$ cat src/rtl/imem_slv.sv
// Instruction-memory responder: range-checks single-word fetches, forwards legal ones
// to a variable-latency backend and returns data with a 2-bit fault code.
`ifndef IM_ADDR_LEN
`define IM_ADDR_LEN 32
`endif
`ifndef IM_DATA_LEN
`define IM_DATA_LEN 32
`endif

module imem_slv #(
  parameter logic [`IM_ADDR_LEN-1:0] BASE_ADDR = '0,
  parameter logic [`IM_ADDR_LEN-1:0] SIZE      = `IM_ADDR_LEN'h10000,
  parameter int unsigned             TIMEOUT   = 64
) (
  input  logic                    clk,
  input  logic                    rstn,
  input  logic                    imem_req,
  input  logic [`IM_ADDR_LEN-1:0] imem_addr,
  output logic [`IM_DATA_LEN-1:0] imem_rdata,
  output logic [1:0]              imem_bad,
  output logic                    imem_busy,
  output logic                    mem_req,
  output logic [`IM_ADDR_LEN-1:0] mem_addr,
  input  logic                    mem_ack,
  input  logic [`IM_DATA_LEN-1:0] mem_rdata,
  input  logic                    mem_err
);

  localparam int unsigned AW = `IM_ADDR_LEN;

  localparam logic [1:0] ST_IDLE  = 2'd0;
  localparam logic [1:0] ST_WAIT  = 2'd1;
  localparam logic [1:0] ST_ERR   = 2'd2;
  localparam logic [1:0] ST_DRAIN = 2'd3;

  localparam logic [AW-1:0] REGION_MASK = ~(SIZE - AW'(1));
  localparam logic [7:0]    CNT_LAST    = 8'(TIMEOUT - 1);

  logic [1:0] state, state_nxt;
  logic [7:0] cnt, cnt_nxt, cnt_inc;

  logic accept, in_range;
  logic resp_ack, resp_to, resp_err, resp;

  assign in_range = (imem_addr & REGION_MASK) == BASE_ADDR;
  assign accept   = imem_req && !imem_busy;

  // Ack takes priority over a coincident timeout.
  assign resp_ack = (state == ST_WAIT) && mem_ack;
  assign resp_to  = (state == ST_WAIT) && !mem_ack && (cnt == CNT_LAST);
  assign resp_err = (state == ST_ERR);
  assign resp     = resp_ack || resp_to || resp_err;

  assign imem_busy  = ((state == ST_WAIT) && !resp) || (state == ST_DRAIN);
  assign imem_rdata = resp_ack ? mem_rdata : '0;

  always_comb begin
    imem_bad = 2'b00;
    if ((resp_ack && mem_err) || resp_to) imem_bad = 2'b01;
    else if (resp_err)                    imem_bad = 2'b10;
  end

  assign mem_req  = accept && in_range;
  assign mem_addr = mem_req ? {imem_addr[AW-1:2], 2'b00} : '0;

  assign cnt_inc = (cnt == 8'hFF) ? cnt : cnt + 8'd1;

  always_comb begin
    state_nxt = state;
    cnt_nxt   = cnt;
    case (state)
      ST_IDLE: begin
        if (accept) begin
          state_nxt = in_range ? ST_WAIT : ST_ERR;
          cnt_nxt   = '0;
        end
      end
      ST_WAIT: begin
        // A response frees the port, so a new fetch may be taken in the same cycle.
        if (resp && accept) begin
          state_nxt = in_range ? ST_WAIT : ST_ERR;
          cnt_nxt   = '0;
        end else if (mem_ack) begin
          state_nxt = ST_IDLE;
        end else if (resp_to) begin
          state_nxt = ST_DRAIN;
          cnt_nxt   = '0;
        end else begin
          cnt_nxt = cnt_inc;
        end
      end
      ST_ERR: begin
        if (accept) begin
          state_nxt = in_range ? ST_WAIT : ST_ERR;
          cnt_nxt   = '0;
        end else begin
          state_nxt = ST_IDLE;
        end
      end
      ST_DRAIN: begin
        if (mem_ack || (cnt == CNT_LAST)) state_nxt = ST_IDLE;
        else                              cnt_nxt   = cnt_inc;
      end
      default: begin
        state_nxt = ST_IDLE;
        cnt_nxt   = '0;
      end
    endcase
  end

  always_ff @(posedge clk or negedge rstn) begin
    if (!rstn) begin
      state <= ST_IDLE;
      cnt   <= '0;
    end else begin
      state <= state_nxt;
      cnt   <= cnt_nxt;
    end
  end

endmodule

$ cat config.mk
export PLATFORM = sky130hd
export DESIGN_NAME = imem_slv
export DESIGN_NICKNAME = d
export VERILOG_FILES = /design/src/rtl/imem_slv.sv
export SDC_FILE = /design/constraint.sdc
export NUM_CORES = 1
export LEC_CHECK = 0
export CORE_MARGIN = 8
export CORE_UTILIZATION = 30
export DETAILED_ROUTE_END_ITERATION = 16
export PLACE_DENSITY = 0.85
export SLEW_MARGIN = 5
export SYNTH_ARGS = -nofsm -noshare
export SYNTH_HDL_FRONTEND = slang
export SYNTH_SLANG_ARGS = --single-unit
$ cat constraint.sdc
create_clock -name clk -period 3.4 [get_ports clk]
set_input_delay 0.34 -clock clk [delete_from_list [all_inputs] [get_ports clk]]
set_output_delay 0.34 -clock clk [all_outputs]
set_load 0.03 [all_outputs]
Word-level counts from Yosys, hierarchy flattened --
Cells that the tools add are included.
Word-level totals: register bits 10, bits of input ports 69, output and inout bits 68, word-level logic and storage cells 54
Operators by class: add/sub/neg operators 1, eq/ne operators 11, muxes and demuxes 19, reductions and logical operators 21
Operators by type and width (count):
- 32-bit 2-to-1 mux | 2
- 8-bit 2-to-1 mux | 6
- 32-bit zero test | 1
- 8-bit one-hot mux with 3 select lines | 1
- 2-bit 2-to-1 mux | 9
- 8-bit by 1-bit adder with 8-bit output (second input constant) | 1
- 8-bit by 6-bit equality test with 1-bit output (second input constant) | 1
- 8-bit equality test (second input constant) | 1
- 1-bit logical AND | 8
- 2-bit one-hot mux with 4 select lines | 1
- 3-bit AND reduction | 2
- 1-bit logical OR | 5
- 2-bit equality test (second input constant) | 2
- 2-bit by 1-bit inequality test with 1-bit output (second input constant) | 2
- 2-bit inequality test (second input constant) | 2
- 4-bit by 3-bit inequality test with 1-bit output (second input constant) | 1
- 1-bit zero test | 3
- 3-bit by 2-bit inequality test with 1-bit output (second input constant) | 1
- 2-bit by 1-bit equality test with 1-bit output (second input constant) | 1
- 2-bit zero test | 1
- 2-bit OR reduction | 1

Longest topological paths before layout --
Gate-level depths: netlist of run 1.
word-level depth 13, depth in mapped cells 7, mapped depth without buffers 5

Least setup slack after synthesis of run 1 --
No wires, ideal clock.
path kind register to output, start reg cnt[0], end out mem_addr[10], arrival time 2.249 ns, data required time 3.060 ns, path slack 0.811 ns, stages on the path, launching flop included 8, path buffers 2, cell sequence dfrtp_1 ha_1 inv_1 or4b_1 buf_2 a2111oi_4 buf_6 and2_1
Between the ends: word-level cells in the longest chain between the ends 11
Ends and longest elaborated chain:
- start, declared | line 40 | logic [7:0] cnt, cnt_nxt, cnt_inc;
- start signal, assigned | line 117 | cnt <= cnt_nxt;
- 8-bit by 6-bit equality test with 1-bit output | line 50 | assign resp_to = (state == ST_WAIT) && !mem_ack && (cnt == CNT_LAST);
- 1-bit logical AND | line 50
- 1-bit logical OR (2 in series) | line 52 | assign resp = resp_ack || resp_to || resp_err;
- 1-bit zero test | line 54 | assign imem_busy = ((state == ST_WAIT) && !resp) || (state == ST_DRAIN);
- 1-bit logical AND | line 54
- 1-bit logical OR | line 54
- 1-bit zero test | line 46 | assign accept = imem_req && !imem_busy;
- 1-bit logical AND | line 46
- 1-bit logical AND | line 63 | assign mem_req = accept && in_range;
- via mem_req | line 22 | output logic mem_req,
- 32-bit 2-to-1 mux | line 64 | assign mem_addr = mem_req ? {imem_addr[AW-1:2], 2'b00} : '0;
- end, declared | line 23 | output logic [`IM_ADDR_LEN-1:0] mem_addr,
The timed path passes the listed nets, and every way through them passes these cells.

Worst setup path in the final report of run 1 --
start reg cnt[0], end out mem_req
Between the ends: word-level cells in the longest chain between the ends 10
Ends and longest elaborated chain (line):
- 8-bit by 6-bit equality test with 1-bit output | 50
- 1-bit logical AND | 50
- 1-bit logical OR (2 in series) | 52
- 1-bit zero test | 54
- 1-bit logical AND | 54
- 1-bit logical OR | 54
- 1-bit zero test | 46
- 1-bit logical AND | 46
- 1-bit logical AND | 63
- end, declared | 22
No other way between the ends.

==> results of run 1 <==
[power groups by stage]
stage	registers, mW	logic (mW)	clock network (mW)
after floorplan	0.126	0.0579	0
after global placement	0.127	0.119	0
after detailed placement	0.127	0.121	0
after CTS	0.126	0.121	0.152
after global routing	0.126	0.131	0.160
final	0.126	0.122	0.152
[sequential cells by signal, indices dropped and copies added (netlist names)]
signal  count
cnt         8
state       2
[cells in the mapped netlist (3+ instances only)]
master,count
and2_1,48
buf_4,19
dfrtp_1,10
a21oi_1,7
clkbuf_1,7
nand2_1,6
o21ai_0,6
nor4_1,4
nand3_1,3
nor2b_1,3
o31ai_1,3
or4_1,3
[worst paths after layout]
check / slack, ps / to / startpoint
worst max-delay path: 200 / mem_req / cnt[0]
worst min register to register: 550 / cnt[5] / cnt[5]
worst max register to register: 900 / cnt[5] / cnt[0]
worst min-delay path: 410 / cnt[1] / rstn
max in group asynchronous: 2680 / cnt[5] / rstn
min in group clk: 550 / cnt[5] / cnt[5]
[critical path, cell delays in order (launching register included)]
cell and delay, ps:
dfrtp_1 420, ha_1 300, inv_1 90, or4b_1 610, a2111oi_4 310, buf_4 210
clkdlybuf4s50_1 680
[cell type report]
cell class              count  area (um^2)  share of cell area, %
inverters                   2         7.51                  0.312
flip-flops and latches     10          250                   10.4
clock buffers               4         55.1                   2.29
multi-input cells         131          815                   33.8
well taps                  50         62.6                   2.60
repair buffers            119         1220                   50.6
[cells by family after synthesis]
group	after synthesis	synth area share (%)
AOI/OAI and AO/OA	25	15.3
adders and majority gates	1	1.05
buffers and inverters	30	16.1
DFF	10	21.0
muxes	1	0.839
other	1	0.314
and+or+nand+nor	86	45.4
[metal layers]
| layer | share of wire (%) | vias up | GRT usage (%) |
|---|---|---|---|
| li1 | - | 717 | - |
| met1 | 37 | 636 | 15.6 |
| met2 | 55 | 66 | 27.5 |
| met3 | 6.6 | 6 | 3.61 |
| met4 | 1.3 | 0 | 4.07 |
| met5 | 0 | - | 0 |
[repair_timing]
item	4_1_cts	5_1_grt
endpoints found under the setup margin	0	14
resized for setup	0	14
setup buffers	0	0
[placed cells by master, fill, tap and decap left out, types with 2 or more instances in the layout]
cell type / n
o31ai_1: 3
and4_1: 2
buf_4: 3
and2_1: 48
and3b_1: 2
clkdlybuf4s50_1: 102
nand2_1: 6
nor3_1: 2
nor4_1: 4
conb_1: 18
or3_1: 2
inv_1: 2
nand3_1: 3
nand4_1: 2
nor2b_1: 3
or4_1: 3
nand2b_1: 2
dfrtp_1: 10
a21oi_1: 7
clkbuf_8: 4
dlymetal6s2s_1: 14
nand3b_1: 2
o21ai_0: 6
[per-stage QoR]
step | setup slack [ps] | power, mW | hold slack (ps) | utilization, %
2_1_floorplan | 811 | 0.184 | 44.4 | -
3_3_place_gp | 313 | 0.247 | 529 | 59.2
3_5_place_dp | 306 | 0.248 | 544 | 59.2
4_1_cts | 52.3 | 0.399 | 431 | 60.6
5_1_grt | 11.3 | 0.418 | 455 | 61.5
6_report | 197 | 0.400 | 413 | 61.5
==> reports/qor.txt, run 1 <==
Status: completed
Clock share of power: 38.0%
CP arrival: 2860 ps
Final hold viol count: 0
Total CTS buffers: 3
Final-layout fill cell count: 335
Final min period: 3200 ps
Final worst-path cycle share: 94.2%
Root Buffer: clkbuf_8
Detail Placement HPWL: 4.20 mm
Synth async-reset ratio: 100%
Crit path kind: flip-flop to primary output
Cell Count, Final, Fillers Out: 316
I/O Buffers: 116
# clock sinks: 10
DRT Pass-1 Iters: 4
Sw power: 103 uW
Sequential Power Share: 31.4%
Max Fclk: 312 MHz
CP required: 3060 ps
GRT overflow: 0
Initial antenna violation count: 0
I/O pin total: 137
Power Density: 166 nW/um^2
Avg Synthesized Cell Area: 7.75 um^2
Final setup fails: 0
Power share of the combinational group: 30.6%
Placer Congestion: 0.799
Hold Crit Class: primary input to async pin
Yosys Warn Count: 0
Core area: 3910 um^2
Largest cells by area after synthesis: and2_1 25%, dfrtp_1 21%, buf_4 12%, a21oi_1 2.9%, o21ai_0 2.5%
Area grow syn2layout: 102%
LEAKAGE: 1.23 nW
CTS clk-pin slew, worst paths: 50 ps
Flops & latches, synth: 10
Layout cell share with drive strength beyond 1: 3.38%
Sequential fraction of the synthesis area: 21.0%
Routed WL: 5.03 mm
Largest area contributor in the synthesized netlist: and2_1
Vias/cell: 4.51
Worst-case reg-to-reg path depth: 6
Post-synth cell types: 39
Clock insertion delay at the later pin of the skew report: 240 ps
DRC: 0
Startpoint class of the critical path: flip-flop
Die H: 79.1 um
Layout Nets: 337
Die Wd: 79.1 um
Initial Util: 30.5%
Clock skew after layout: 3.20 ps
ANT cells: 0
Int Power: 296 uW
Max-cap violations: 0
CTS tree: built
Max H-tree Level: 1
DRT iter0 DRCs: 22
Tightest Pin Transition: 864 ps
Hold buffers post-CTS: 0
Via count: 1425
Crit path max fanout: 15
Setup_tns: 0 ps
Design Area, Final: 2410 um^2
First-pass GRT wire length: 7.29 mm
Post-synth EDFFs: 0
Post-DRT Antenna Nets: 0
Syn Inst Count: 154
Core Rows: 23
Ys flop type: dfrtp_1
Cell Area, Synth: 1190 um^2
Switching Fraction: 25.8%
Dpl cells: 312
Max_slew headroom: 42.4%
DP Area: 2320 um^2
Die ar.: 6250 um^2
CP endpoint kind: primary output
Total GRT Usage: 14.6%
Maximum vdd drop: 150 uV
Wirelength per Cell: 15.9 um
Number of global-route vias before repair: 1423
RSZ-0062 raised after global routing: no
Top-area cell type share of the netlist area: 25.2%
Slew Viols, Final: 0
Largest net degree at the start of global routing: 33
Max clock buf depth: 2
(Power assumes the default switching activity.)
==> inputs of run 2 (changes only) <==
--- a/config.mk
+++ b/config.mk
@@ -5,8 +5,10 @@
 export SDC_FILE = /design/constraint.sdc
 export NUM_CORES = 1
 export LEC_CHECK = 0
+export ABC_AREA = 1
 export CORE_MARGIN = 8
-export CORE_UTILIZATION = 30
+export CORE_UTILIZATION = 33
+export CTS_CLUSTER_DIAMETER = 100
 export DETAILED_ROUTE_END_ITERATION = 16
 export PLACE_DENSITY = 0.85
 export SLEW_MARGIN = 5
==> run 2 against run 1 <==
Effect of this change: synthesized area increased by 18%; first-iteration DRC count increased to 3.5 times the previous value; die area increased by 5.8%; utilization increased by 2.1 points; final area increased by 7.2%; count of clock-buffer cells in the layout unchanged; non-clock buffer count decreased by 3; fmax increased by 14%; sequential power about the same.
==> reports/qor.txt, run 2 <==
Status: completed (unchanged)
Root Buffer: clkbuf_8 (unchanged)
Slew Viols, Final: 0 (unchanged)
Hold buffers post-CTS: 0 (unchanged)
CTS tree: built (unchanged)
Area grow syn2layout: 83.3% (was 102%)
Core Rows: 23 (unchanged)
Max clock buf depth: 2 (unchanged)
Avg Synthesized Cell Area: 5.92 um^2 (was 7.75 um^2)
Clock skew after layout: 9.68 ps (was 3.20 ps)
Tightest Pin Transition: 639 ps (was 864 ps)
Max Fclk: 356 MHz (was 312 MHz)
I/O pin total: 137 (unchanged)
Area occupied by multi-input gates: 847 um^2 (was 815 um^2)
Flops & latches, synth: 10 (unchanged)
Int Power: 315 uW (was 296 uW)
Largest area contributor in the synthesized netlist: dfrtp_1 (was and2_1)
Sequential Power Share: 28.9% (was 31.4%)
GRT overflow: 0 (unchanged)
Hold Crit Class: primary input to async pin (unchanged)
Post-CTS sizing: 0 (unchanged)
Layout cell share with drive strength beyond 1: 10.5% (was 3.38%)
Top reg by flops: cnt (unchanged)
Post-DRT Antenna Nets: 0 (unchanged)
Wirelength per Cell: 14.5 um (was 15.9 um)
Reg2reg start: state[0] (was cnt[0])
Final-layout fill cell count: 365 (was 335)
Sw power: 131 uW (was 103 uW)
Die H: 81.3 um (was 79.1 um)
Syn Inst Count: 238 (was 154)
DRT Pass-1 Iters: 4 (unchanged)
Ys flop type: dfrtp_1 (unchanged)
Layout Nets: 422 (was 337)
Cell Area, Synth: 1410 um^2 (was 1190 um^2)
Final hold viol count: 0 (unchanged)
Sequential cell area: 250 um^2 (unchanged)
Post-synth EDFFs: 0 (unchanged)
Number of flip-flops in the largest register: 8 (unchanged)
Total GRT Usage: 16.0% (was 14.6%)
First-pass GRT wire length: 8.27 mm (was 7.29 mm)
DP Worst Slack: 564 ps (was 306 ps)
Max_slew headroom: 57.4% (was 42.4%)
Most common cell in the netlist: nor2_1 (was and2_1)
Core Util, Final: 63.6% (was 61.5%)
Sequential fraction of the synthesis area: 17.8% (was 21.0%)
Initial Util: 34.7% (was 30.5%)
CP required: 3060 ps (about the same)
ANT cells: 0 (unchanged)
LEAKAGE: 1.23 nW (about the same)
RSZ-0062 raised after global routing: no (unchanged)
# clock sinks: 10 (unchanged)
Worst-case reg-to-reg path depth: 11 (was 6)
Post-CTS setup buffers: 0 (unchanged)
Final worst-path cycle share: 82.7% (was 94.2%)
Vias/cell: 4.34 (was 4.51)
Die ar.: 6620 um^2 (was 6250 um^2)
Most frequent cells after synthesis: 58 x nor2_1, 45 x inv_1, 34 x nand2_1 (was 48 x and2_1, 19 x buf_4, 10 x dfrtp_1)
Final min period: 2810 ps (was 3200 ps)
Worst Slack Setup Final: 588 ps (was 197 ps)
Top-area cell type share of the netlist area: 17.8% (was 25.2%)
Routed WL: 5.80 mm (was 5.03 mm)
Initial antenna violation count: 0 (unchanged)
DRC: 0 (unchanged)
Commonest cells after routing, fill and taps aside: 116 x clkdlybuf4s50_1, 58 x nor2_1, 45 x inv_1 (was 102 x clkdlybuf4s50_1, 48 x and2_1, 18 x conb_1)
CTS clk-pin slew, worst paths: 50 ps (about the same)
Clock insertion delay at the later pin of the skew report: 240 ps (about the same)
Max-cap violations: 0 (unchanged)
DRT iter0 DRCs: 76 (was 22)
I/O Buffers: 116 (unchanged)
DP Area: 2530 um^2 (was 2320 um^2)
Detail Placement HPWL: 5.15 mm (was 4.20 mm)
Final setup fails: 0 (unchanged)
Number of global-route vias before repair: 1668 (was 1423)
Biggest regs: cnt x8, state x2 (unchanged)
Startpoint class of the critical path: primary input (was flip-flop)
Die Wd: 81.3 um (was 79.1 um)
Core area: 4060 um^2 (was 3910 um^2)
Yosys Warn Count: 0 (unchanged)
Power Density: 173 nW/um^2 (was 166 nW/um^2)
Crit path kind: primary input to primary output (was flip-flop to primary output)
Max H-tree Level: 1 (unchanged)
Post-synth cell types: 28 (was 39)
Total CTS buffers: 3 (unchanged)
CP endpoint kind: primary output (unchanged)
Switching Fraction: 29.4% (was 25.8%)
Largest cells by area after synthesis: dfrtp_1 18%, nor2_1 15%, inv_1 12%, buf_4 10%, nand2_1 9.1% (was and2_1 25%, dfrtp_1 21%, buf_4 12%, a21oi_1 2.9%, o21ai_0 2.5%)
Crit path max fanout: 17 (was 15)
Via count: 1741 (was 1425)
Design Area, Final: 2580 um^2 (was 2410 um^2)
Reg2reg setup slack: 1540 ps (was 900 ps)
Power share of the combinational group: 37.6% (was 30.6%)
Largest net degree at the start of global routing: 34 (was 33)
Maximum vdd drop: 156 uV (was 150 uV)
R2r endpoint: state[0] (was cnt[5])
Synth async-reset ratio: 100% (unchanged)
Most common cell after layout, fill and taps aside: clkdlybuf4s50_1 (unchanged)
Setup_tns: 0 ps (unchanged)
Placer Congestion: 0.875 (was 0.799)
Clock share of power: 33.4% (was 38.0%)
CP arrival: 2470 ps (was 2860 ps)
[run 2: cell types whose count changed after synthesis, sizes merged, moves of 4 or more]
cell,change
nor4,-4
clkbuf,-4
and2,-48
o31ai,-4
nor2,+61
nand2,+37
inv,+53
a21oi,-4
nor3b,+13
nand3,+9
[run 2: worst max-delay path, cell delays in order]
cell,delay [ps]
clkdlybuf4s50_1,400
nor2_1,110
nand4_1,110
nor2_1,170
inv_1,310
nor3b_1,300
clkdlybuf4s50_1,730
[run 2: cells by family after synthesis]
family	Yosys count	synth area share [%]
adder cells (fa/ha/maj)	1	0.888
other	1	0.266
flip-flops	10	17.8
XOR/XNOR	1	0.622
AND/OR/NAND/NOR	136	49.7
buffers and inverters	79	26.6
AO/OA/AOI/OAI	10	4.09
[run 2: worst max-delay path by stage]
stage          cells past startpoint  slack [ps]     endpoint     startpoint
3_3_place_gp                       7         630  mem_addr[5]  imem_addr[18]
2_1_floorplan                      9        1250  mem_addr[2]         cnt[0]
5_1_grt                            7         380  mem_addr[5]  imem_addr[18]
4_1_cts                            7         560  mem_addr[5]  imem_addr[18]
3_5_place_dp                       7         560  mem_addr[5]  imem_addr[18]
6_report                           7         590  mem_addr[5]  imem_addr[18]
[run 2: metal layers]
layer	wire length, um	vias up	track usage [%]
li1	-	898	-
met1	1850	784	14.5
met2	3450	55	33.3
met3	454	4	4.86
met4	55	0	3.39
met5	0	-	0
[run 2: power groups by stage]
stage / Clock, mW / Sequential, mW / Combinational (mW)
2_1_floorplan: 0 / 0.130 / 0.0946
3_3_place_gp: 0 / 0.131 / 0.163
3_5_place_dp: 0 / 0.131 / 0.167
4_1_cts: 0.153 / 0.129 / 0.168
5_1_grt: 0.157 / 0.130 / 0.183
6_report: 0.149 / 0.129 / 0.168
[run 2: area by class of cell]
| type | count | area share [%] |
|---|---|---|
| well taps | 50 | 2.42 |
| flip-flops and latches | 10 | 9.69 |
| multi-input cells | 166 | 32.8 |
| inverters | 55 | 7.99 |
| clock buffers | 4 | 2.13 |
| repair buffers | 116 | 45.0 |
[run 2: per-stage QoR]
stage                     instances  total power, mW  hold slack (ps)
after detailed placement        397            0.298              510
after floorplan                 255            0.225             44.4
final                           401            0.446              422
after CTS                       401            0.449              427
after global routing            401            0.470              471
after global placement          397            0.293              500
==> inputs of run 3 (changes only) <==
--- a/config.mk
+++ b/config.mk
@@ -7,10 +7,10 @@
 export LEC_CHECK = 0
 export ABC_AREA = 1
 export CORE_MARGIN = 8
-export CORE_UTILIZATION = 33
+export CORE_UTILIZATION = 30
 export CTS_CLUSTER_DIAMETER = 100
 export DETAILED_ROUTE_END_ITERATION = 16
-export PLACE_DENSITY = 0.85
+export PLACE_DENSITY = 0.78
 export SLEW_MARGIN = 5
 export SYNTH_ARGS = -nofsm -noshare
 export SYNTH_HDL_FRONTEND = slang
==> constraint.sdc (replaced) <==
create_clock -name clk -period 2.7 [get_ports clk]
set_input_delay 0.27 -clock clk [delete_from_list [all_inputs] [get_ports clk]]
set_output_delay 0.27 -clock clk [all_outputs]
set_load 0.03 [all_outputs]
==> run 3 against run 2 <==
Effect of this change: flip-flop and latch count is the same; highest routed layer unchanged; worst hold slack lost 78 ps; final area grew 2.2%; final cell count grew 1.7%; critical path type is now flip-flop to primary output; clock power grew 24%; count of clock-buffer cells in the layout is the same; global-route usage shrank 1.4 points; total power grew 26%; first-iteration DRC count grew 13%.
==> reports/qor.txt, run 3 (synthesis results as in run 2) <==
Status: completed (unchanged)
Worst Slack Setup Final: 268 ps (was 588 ps)
Max Fclk: 411 MHz
Maximum vdd drop: 121 uV (was 156 uV)
Initial Util: 30.4% (was 34.7%)
Clock skew after layout: 6.56 ps (was 9.68 ps)
Most common cell after layout, fill and taps aside: clkdlybuf4s50_1 (unchanged)
Layout cell share with drive strength beyond 1: 11.6% (was 10.5%)
Slew Viols, Final: 0 (unchanged)
Power Density: 212 nW/um^2 (was 173 nW/um^2)
Cell Count, Final, Fillers Out: 408 (was 401)
Final worst-path cycle share: 90.1%
Core Util, Final: 57.0% (was 63.6%)
CTS tree: built (unchanged)
Number of flip-flops in the largest register: 8 (unchanged)
CTS clk-pin slew, worst paths: 50 ps (about the same)
Hold WS: 345 ps (was 422 ps)
Crit path kind: flip-flop to primary output (was primary input to primary output)
Vias/cell: 4.29 (was 4.34)
Design Area, Final: 2640 um^2 (was 2580 um^2)
I/O Buffers: 116 (unchanged)
Largest net degree at the start of global routing: 34 (unchanged)
Die Wd: 84.5 um (was 81.3 um)
Initial antenna violation count: 0 (unchanged)
Max H-tree Level: 1 (unchanged)
Final min period: 2430 ps
Most used routing layer: met2 (unchanged)
Clock insertion delay at the later pin of the skew report: 240 ps (about the same)
ANT cells: 0 (unchanged)
GRT overflow: 0 (unchanged)
CP arrival: 2160 ps (was 2470 ps)
DRT iter0 DRCs: 86 (was 76)
First-pass GRT wire length: 8.50 mm (was 8.27 mm)
Via count: 1750 (was 1741)
Met3 GRT Util: 2.93% (was 4.86%)
Startpoint class of the critical path: flip-flop (was primary input)
DP Area: 2560 um^2 (was 2530 um^2)
Top reg by flops: cnt (unchanged)
Root Buffer: clkbuf_8 (unchanged)
Final setup fails: 0 (unchanged)
Total power: 561 uW (was 446 uW)
LEAKAGE: 1.46 nW (was 1.23 nW)
Hold buffers post-CTS: 0 (unchanged)
DRT Pass-1 Iters: 4 (unchanged)
Number of global-route vias before repair: 1671 (was 1668)
Total CTS buffers: 3 (unchanged)
Layout Nets: 425 (was 422)
Wirelength per Cell: 13.5 um (was 14.5 um)
DRC: 0 (unchanged)
Core area: 4630 um^2 (was 4060 um^2)
Max-cap violations: 0 (unchanged)
RSZ-0062 raised after global routing: no (unchanged)
Met1 usage: 16.0% (was 14.5%)
Met2 usage in global routing: 27.3% (was 33.3%)
# clock sinks: 10 (unchanged)
DP Worst Slack: 201 ps (was 564 ps)
Hold Crit Class: primary input to async pin (unchanged)
Post-DRT Antenna Nets: 0 (unchanged)
Placer Congestion: 0.816 (was 0.875)
Area grow syn2layout: 87.4% (was 83.3%)
CP endpoint kind: primary output (unchanged)
Final hold viol count: 0 (unchanged)
Core Rows: 25 (was 23)
Total GRT Usage: 14.6% (was 16.0%)
Biggest regs: cnt x8, state x2 (unchanged)
Dpl cells: 404 (was 397)
Die H: 84.5 um (was 81.3 um)
Commonest cells after routing, fill and taps aside: 101 x clkdlybuf4s50_1, 58 x nor2_1, 45 x inv_1 (was 116 x clkdlybuf4s50_1, 58 x nor2_1, 45 x inv_1)
Die ar.: 7150 um^2 (was 6620 um^2)
Routed WL: 5.51 mm (was 5.80 mm)
Post-CTS setup buffers: 0 (unchanged)
Max clock buf depth: 2 (unchanged)
I/O pin total: 137 (unchanged)
Crit path max fanout: 15 (was 17)
CP required: 2430 ps (was 3060 ps)
Detail Placement HPWL: 4.80 mm (was 5.15 mm)
Setup_tns: 0 ps (unchanged)
run 3: cell count changes in the layout (fill, tap and decap cells not counted), sizes merged:
cell,delta
clkdlybuf4s50,-15
buf,+4
dlymetal6s2s,+10
dlygate4sd2,+4
run 3: what timing repair did:
item / 4_1_cts / 5_1_grt
endpoints found under the setup margin: 4 / 10
resized for setup: 4 / 10
pin swaps: 0 / 0
run 3: per-layer routing:
metal / routed length (um) / up-vias
met3: 300 / 9
met1: 2110 / 772
li1: - / 901
met2: 3020 / 68
met5: 0 / -
met4: 84 / 0
run 3: worst max-delay path: stages, from the launching register on:
cell	delay, ps
dfrtp_1	380
ha_1	210
nand2_1	80
nor2_2	150
nand2_2	90
nand2_4	80
nand2_2	60
nand2_4	80
nand2_4	140
nor3b_1	210
dlygate4sd2_1	450
run 3: where the power goes:
group	switching [mW]	internal, mW
logic	0.100	0.113
clock network	0.0567	0.128
registers	0.00645	0.156
total	0.164	0.397
run 3: final cells by class:
cell class | count | area (um^2)
fillers | 436 | 1990
multi-input cells | 166 | 847
repair buffers | 119 | 1210
flip-flops and latches | 10 | 250
well taps | 54 | 67.6
inverters | 55 | 206
clock buffers | 4 | 55.1
run 3: worst paths after layout:
path / from / to / slack [ps] / cells after the start
worst max-delay path: cnt[0] / mem_addr[2] / 270 / 10
worst min-delay path: rstn / cnt[0] / 340 / 1
worst max register to register: state[0] / state[0] / 1010 / 12
worst min register to register: cnt[3] / cnt[3] / 510 / 2
max in group asynchronous: rstn / state[1] / 2040 / 1
min in group clk: cnt[3] / cnt[3] / 510 / 2
